**config.mk**
```make
export PLATFORM = sky130hd
export DESIGN_NAME = stc0_egress_serializer_flat
export DESIGN_NICKNAME = d
export VERILOG_FILES = /design/src/rtl/stc0_egress_serializer_if.sv /design/src/rtl/stc0_egress_serializer.sv /design/src/flat_wrapper.sv
export SDC_FILE = /design/constraint.sdc
export NUM_CORES = 1
export LEC_CHECK = 0
export BUFFER_PORTS_ARGS = -buffer_cell sky130_fd_sc_hd__buf_2
export CAP_MARGIN = 20
export CORE_UTILIZATION = 55
export DETAILED_ROUTE_END_ITERATION = 12
export GPL_TIMING_DRIVEN = 1
export PLACE_DENSITY = 0.84
export SLEW_MARGIN = 20
export SYNTH_ARGS = -nofsm -noshare
export SYNTH_HDL_FRONTEND = slang
export SYNTH_SLANG_ARGS = --single-unit
```
**constraint.sdc**
```tcl
create_clock -name Clk -period 4.7 [get_ports Clk]
set_input_delay 0.235 -clock Clk [delete_from_list [all_inputs] [get_ports Clk]]
set_output_delay 0.235 -clock Clk [all_outputs]
set_load 0.01 [all_outputs]
```
**src/rtl/stc0_egress_serializer_if.sv**
```systemverilog
// rtl/stc0_egress_serializer_if.sv - word-in / byte-out bus of the stc0 egress serializer
interface stc0_egress_serializer_if #(
    parameter int DEPTH_LOG2 = 2
);
    logic [31:0]         WriteData;
    logic                WriteDataValid;
    logic                Ready;
    logic                Hold;
    logic [7:0]          Data;
    logic                DataValid;
    logic [DEPTH_LOG2:0] Level;
    logic                Overflow;

    modport master (
        output WriteData, WriteDataValid, Hold,
        input  Ready, Data, DataValid, Level, Overflow
    );

    modport slave (
        input  WriteData, WriteDataValid, Hold,
        output Ready, Data, DataValid, Level, Overflow
    );
endinterface

```
**src/rtl/stc0_egress_serializer.sv**
```systemverilog
// rtl/stc0_egress_serializer.sv - buffered 32-bit word to 8-bit byte egress serializer
module stc0_egress_serializer #(
    parameter int DEPTH      = 4,
    parameter int DEPTH_LOG2 = 2
) (
    input  logic                     Clk,
    input  logic                     ARstn,
    stc0_egress_serializer_if.slave  bus
);
    localparam logic [0:0] S_IDLE  = 1'b0;
    localparam logic [0:0] S_SHIFT = 1'b1;
    localparam logic [DEPTH_LOG2:0] FULL = (DEPTH_LOG2 + 1)'(DEPTH);

    logic [31:0]           mem [DEPTH];
    logic [DEPTH_LOG2-1:0] wr_ptr;
    logic [DEPTH_LOG2-1:0] rd_ptr;
    logic [DEPTH_LOG2:0]   level;
    logic                  overflow;
    logic [31:0]           sr;
    logic [1:0]            bc;
    logic [0:0]            state;
    logic [7:0]            data_q;
    logic                  data_valid_q;
    logic                  ready;
    logic                  push;
    logic                  pop;
    logic                  load_slot;
    logic [7:0]            next_byte;

    assign ready = (level != FULL);
    assign push  = bus.WriteDataValid && ready;

    // bc==0 inside SHIFT is the load-pending slot after a word's last byte;
    // it pops exactly like IDLE so consecutive words stream without a bubble.
    assign load_slot = (state == S_IDLE) || (bc == 2'd0);
    assign pop       = load_slot && !bus.Hold && (level != '0);

    always_comb begin
        next_byte = sr[7:0];
        case (bc)
            2'd1:    next_byte = sr[23:16];
            2'd2:    next_byte = sr[15:8];
            default: next_byte = sr[7:0];
        endcase
    end

    always_ff @(posedge Clk) begin
        if (push) begin
            mem[wr_ptr] <= bus.WriteData;
        end
    end

    always_ff @(posedge Clk or negedge ARstn) begin
        if (!ARstn) begin
            wr_ptr   <= '0;
            rd_ptr   <= '0;
            level    <= '0;
            overflow <= 1'b0;
        end else begin
            if (push) begin
                wr_ptr <= wr_ptr + 1'b1;
            end
            if (pop) begin
                rd_ptr <= rd_ptr + 1'b1;
            end
            case ({push, pop})
                2'b10:   level <= level + 1'b1;
                2'b01:   level <= level - 1'b1;
                default: level <= level;
            endcase
            if (bus.WriteDataValid && !ready) begin
                overflow <= 1'b1;
            end
        end
    end

    always_ff @(posedge Clk or negedge ARstn) begin
        if (!ARstn) begin
            state        <= S_IDLE;
            sr           <= '0;
            bc           <= '0;
            data_q       <= '0;
            data_valid_q <= 1'b0;
        end else if (pop) begin
            sr           <= mem[rd_ptr];
            data_q       <= mem[rd_ptr][31:24];
            data_valid_q <= 1'b1;
            bc           <= 2'd1;
            state        <= S_SHIFT;
        end else if (load_slot) begin
            data_valid_q <= 1'b0;
            if (level == '0) begin
                state <= S_IDLE;
            end
        end else if (bus.Hold) begin
            data_valid_q <= 1'b0;
        end else begin
            data_q       <= next_byte;
            data_valid_q <= 1'b1;
            bc           <= bc + 2'd1;
        end
    end

    assign bus.Ready     = ready;
    assign bus.Data      = data_q;
    assign bus.DataValid = data_valid_q;
    assign bus.Level     = level;
    assign bus.Overflow  = overflow;
endmodule

```
**src/flat_wrapper.sv**
```systemverilog
// flat-port wrapper written by rule: the top's interface ports become plain ports
module stc0_egress_serializer_flat 
#(
    parameter int DEPTH      = 4,
    parameter int DEPTH_LOG2 = 2
)
  (Clk, ARstn, bus_WriteData, bus_WriteDataValid, bus_Hold, bus_Ready, bus_Data, bus_DataValid, bus_Level, bus_Overflow);
  stc0_egress_serializer_if #(.DEPTH_LOG2(DEPTH_LOG2)) bus_i ();
  input  logic Clk;
  input  logic ARstn;
  input wire logic [$bits(bus_i.WriteData)-1:0] bus_WriteData;
  input wire logic [$bits(bus_i.WriteDataValid)-1:0] bus_WriteDataValid;
  input wire logic [$bits(bus_i.Hold)-1:0] bus_Hold;
  output wire logic [$bits(bus_i.Ready)-1:0] bus_Ready;
  output wire logic [$bits(bus_i.Data)-1:0] bus_Data;
  output wire logic [$bits(bus_i.DataValid)-1:0] bus_DataValid;
  output wire logic [$bits(bus_i.Level)-1:0] bus_Level;
  output wire logic [$bits(bus_i.Overflow)-1:0] bus_Overflow;
  assign bus_i.WriteData = bus_WriteData;
  assign bus_i.WriteDataValid = bus_WriteDataValid;
  assign bus_i.Hold = bus_Hold;
  assign bus_Ready = bus_i.Ready;
  assign bus_Data = bus_i.Data;
  assign bus_DataValid = bus_i.DataValid;
  assign bus_Level = bus_i.Level;
  assign bus_Overflow = bus_i.Overflow;
  stc0_egress_serializer #(.DEPTH(DEPTH), .DEPTH_LOG2(DEPTH_LOG2)) u_core (.Clk(Clk), .ARstn(ARstn), .bus(bus_i));
endmodule
```
==> results.tsv <==
stage	metric	value	unit
pwr	switching part of the total	30.9	%
layout	final non-filler cell area	7820	um2
clocking	clock latency reported for the late side of the worst-skew pair	420	ps
global_routing	global-route wire length before repair	19500	um
setup_path	Critical Path Sink Type	register	
pwr	Pint	3650	uW
layout	NumNets Final	447	
clocking	clock buffer count from CTS	17	
floorplanning	initial cell density of the core	56.6	%
setup_path	class of the most critical setup path	register to register	
sta	unrepaired setup endpoints after global routing	no	
drt	routed length per instance	21.0	um
floorplanning	Die Footprint	12900	um2
global_routing	number of global-route vias before repair	3583	
setup_path	largest fanout of any net on the critical path	19	
global_routing	remaining global-route overflow	0	
clocking	clock transition at the register clock pins on the worst setup and hold paths after CTS	60	ps
drt	number of iterations in the first detailed-routing pass	4	
placed_design	RD Place Congestion	0.845	
placed_design	Placed Instances	549	
setup_path	RR Startpoint	u_core.bc[0]$_DFFE_PN0P_	
sta	slew margin rel.	43.8	%
clocking	library cell used as clock root buffer	sky130_fd_sc_hd__clkbuf_16	
floorplanning	number of rows created at floorplan	40	
logic_synthesis	count of distinct cell types in the synthesized netlist	34	
pwr	Pwr Total	5280	uW
pwr	proportion of power drawn by flip-flops and latches	44.7	%
sta	Slew @ Worst Pin	844	ps
setup_path	end of the worst register-to-register path	u_core.bus.Level[2]$_DFFE_PN0P_	
logic_synthesis	EDFF count, synth	128	
pwr	Comb power frac	28.9	%
run	max-capacitance violation count	0	
logic_synthesis	Post-Syn Area	6830	um2
logic_synthesis	share of synthesized area occupied by flip-flops and latches	72.4	%
hold_path	depth of the worst hold-timing path	1	
floorplanning	die height	113	um
layout	number of non-filler instances in the completed layout	583	
drt	starting DRC count in detailed routing	255	
sta	maximum frequency from static timing analysis	351	MHz
layout	antenna cells	0	
logic_synthesis	post-synthesis net count	392	
setup_path	FF-to-FF setup slack	1850	ps
drt	post-detailed-routing wire length	12200	um
clocking	clk buf depth	2	
clocking	post-CTS setup-driven buffer insertion count	0	
logic_synthesis	main combinational cell family by area after synthesis	multiplexers	
logic_synthesis	Synth Area in Simple Gates	2.42	%
sta	Fin Clk Skew	5.41	ps
hold_path	path type of the worst min-delay path	input port to register	
layout	share of post-route cells with drive strength above 1	36.1	%
sta	Worst Hold Margin	25.4	ps
pwr	Static Leakage	0.00280	uW
logic_synthesis	cells after synthesis	347	
drt	drt drc	0	
pwr	Clock Power Share	26.4	%
hold_path	worst hold endpoint	u_core.mem[3][21]$_DFFE_PP_	
setup_path	kind of start point of the critical path	register	
placed_design	post-DP HPWL	7590	um
logic_synthesis	xor/xnor cell area share of the yosys netlist	0.770	%
sta	endpoints failing hold	0	
logic_synthesis	proportion of synthesized area in mux cells	14.7	%
global_routing	maximum number of pins on one net before global-route repair	45	
setup_path	CP required	5050	ps
setup_path	arrival time at the worst endpoint	3200	ps
placed_design	placed instance area	7190	um2
drt	average via count per standard cell	5.79	
sta	Slew Limit Fails	0	
layout	Layout area overhead	14.5	%
setup_path	cell count of the worst reg-to-reg path	11	
logic_synthesis	mean area per synthesized cell	19.7	um2
clocking	H-Tree Depth	4	
drt	via count	3373	
floorplanning	horizontal die dimension	113	um
sta	crit path time final	2850	ps
sta	total setup violations reported at the end of the flow	0	
logic_synthesis	synthesized flop and latch total	172	
sta	setup TNS	0	ps
drt	post-route antenna net violation count	0	
floorplanning	count of pins on the block boundary	50	
logic_synthesis	share of async-settable or async-resettable flops after synthesis	25.6	%
hold_path	Worst Min Path Start	bus_WriteData[21]	
logic_synthesis	adder and majority gate portion of the synthesized area	1.76	%
pwr	worst supply voltage drop on vdd	374	uV
placed_design	total of buffers placed on input and output ports	49	
logic_synthesis	primary flip-flop cell chosen by synthesis mapping	sky130_fd_sc_hd__edfxtp_1	
global_routing	number of antenna violations at the first check in global routing	0	
outcome	outcome	complete, no violations	
clocking	TritonCTS clock tree	done	
sta	final worst-path cycle share	60.6	%
pwr	Power Dens Cells	676	nW/um2
logic_synthesis	Yosys warning count	0	
pwr	Sw Pwr	1630	uW
global_routing	total routing usage reported by global routing	21.2	%
floorplanning	area of the core	12100	um2
logic_synthesis	fraction of the mapped netlist area in compound gates	4.78	%
clocking	Num Clock Sinks	172	
-- final cells by class --
| type | count | area, um2 |
|---|---|---|
| flip-flops and latches | 172 | 4950 |
| fillers | 784 | 4250 |
| multi-input cells | 135 | 1670 |
| clock buffers | 21 | 470 |
| repair buffers | 57 | 318 |
| well taps | 168 | 210 |
| clock inverters | 11 | 131 |
| inverters | 19 | 71.3 |
-- cells in the final DEF (no fill, tap or decap), drive strengths merged --
cell type and n:
a32o 1, nor3 2, nand4 1, nand2 2
o32ai 8, nor4 8, o221ai 8, clkinv 4
xnor2 3, xor2 3, nor2b 2, a311oi 8
dlygate4sd3 1, bufinv 2, fa 1, dfrtp 44
a21o 1, buf 56, nor2 1, or3 1
nand2b 1, ha 8, and2 4, mux4 32
nor3b 1, inv 23, clkbuf 21, edfxtp 128
o21ai 5, a22o 8, clkinvlp 1, mux2 25
nand3b 1
-- per-stage QoR --
stage	setup WS (ps)	utilization (%)
finish	1850	64.8
global route	1640	64.8
CTS	1460	64.6
detailed placement	1530	59.6
global placement	1680	59.6
floorplan	2340	-
-- power groups by stage --
stage | Combinational [uW] | Sequential, uW | Clock [uW]
2_1_floorplan | 1220 | 2260 | 0
3_3_place_gp | 1450 | 2350 | 0
3_5_place_dp | 1500 | 2380 | 0
4_1_cts | 1520 | 2360 | 1420
5_1_grt | 1650 | 2410 | 1480
6_report | 1520 | 2360 | 1400
-- routing by layer --
layer	global-route usage, %	vias to the layer above	routed length [um]
li1	-	1510	-
met1	27.5	1750	5270
met2	34.3	99	6230
met3	5.42	14	576
met4	9.39	0	170
met5	0	-	0
-- cell usage after synthesis (2+ instances only) --
master | count | area (um2)
sky130_fd_sc_hd__buf_4 | 2 | 15.0
sky130_fd_sc_hd__o21ai_0 | 4 | 20.0
sky130_fd_sc_hd__buf_1 | 2 | 7.51
sky130_fd_sc_hd__a311oi_1 | 8 | 70.1
sky130_fd_sc_hd__inv_1 | 18 | 67.6
sky130_fd_sc_hd__o32ai_1 | 8 | 70.1
sky130_fd_sc_hd__ha_1 | 8 | 100
sky130_fd_sc_hd__buf_2 | 4 | 20.0
sky130_fd_sc_hd__mux4_2 | 32 | 721
sky130_fd_sc_hd__o221ai_1 | 8 | 70.1
sky130_fd_sc_hd__clkbuf_1 | 6 | 22.5
sky130_fd_sc_hd__edfxtp_1 | 128 | 3840
sky130_fd_sc_hd__a22o_1 | 8 | 70.1
sky130_fd_sc_hd__mux2_2 | 25 | 282
sky130_fd_sc_hd__nand2_1 | 2 | 7.51
sky130_fd_sc_hd__nor3_4 | 2 | 32.5
sky130_fd_sc_hd__xor2_1 | 3 | 26.3
sky130_fd_sc_hd__and2_1 | 4 | 25.0
sky130_fd_sc_hd__nor4_1 | 8 | 50.1
sky130_fd_sc_hd__xnor2_1 | 3 | 26.3
sky130_fd_sc_hd__nor2b_1 | 2 | 12.5
sky130_fd_sc_hd__dfrtp_1 | 44 | 1100
sky130_fd_sc_hd__buf_6 | 7 | 78.8
-- critical path, cell delays in order (launching register included) --
cell	delay, ps
sky130_fd_sc_hd__dfrtp_1	410
sky130_fd_sc_hd__inv_1	100
sky130_fd_sc_hd__ha_1	180
sky130_fd_sc_hd__nor2b_1	50
sky130_fd_sc_hd__buf_4	200
sky130_fd_sc_hd__nor3_4	650
sky130_fd_sc_hd__ha_1	320
sky130_fd_sc_hd__inv_1	60
sky130_fd_sc_hd__fa_1	380
sky130_fd_sc_hd__xor2_1	150
sky130_fd_sc_hd__nor2_1	120
sky130_fd_sc_hd__xor2_1	150
-- logic make-up (layout without fill, tap and decap cells) --
| logic type | Yosys count | count (layout) |
|---|---|---|
| compound gates | 39 | 39 |
| xor+xnor | 6 | 6 |
| fa+ha+maj | 9 | 9 |
| buf+inv | 40 | 108 |
| flops | 172 | 172 |
| mux | 57 | 57 |
| simple gates | 24 | 24 |
-- flip-flops by register name (all words and copies together) (netlist names) --
name                  count
u_core.bus.Level          3
u_core.state              1
u_core.rd_ptr             2
u_core.sr                24
u_core.bc                 2
u_core.wr_ptr             2
u_core.bus.Overflow       1
u_core.bus.DataValid      1
u_core.bus.Data           8
u_core.mem              128
-- worst max-delay path by stage --
stage	start	to	slack, ps
floorplan	u_core.bc[0]$_DFFE_PN0P_	u_core.bus.Level[2]$_DFFE_PN0P_	2340
detailed placement	u_core.bc[0]$_DFFE_PN0P_	u_core.bus.Level[2]$_DFFE_PN0P_	1530
CTS	u_core.bc[0]$_DFFE_PN0P_	u_core.bus.Level[2]$_DFFE_PN0P_	1460
global route	u_core.bc[0]$_DFFE_PN0P_	u_core.bus.Level[2]$_DFFE_PN0P_	1640
global placement	u_core.bc[0]$_DFFE_PN0P_	u_core.bus.Level[2]$_DFFE_PN0P_	1680
finish	u_core.bc[0]$_DFFE_PN0P_	u_core.bus.Level[2]$_DFFE_PN0P_	1850
-- what timing repair did --
action | in CTS | in global routing
gates resized for setup | 0 | 0
endpoints found under the hold margin | 44 | 0
hold buffers | 1 | 0
(Power assumes the default switching activity.)
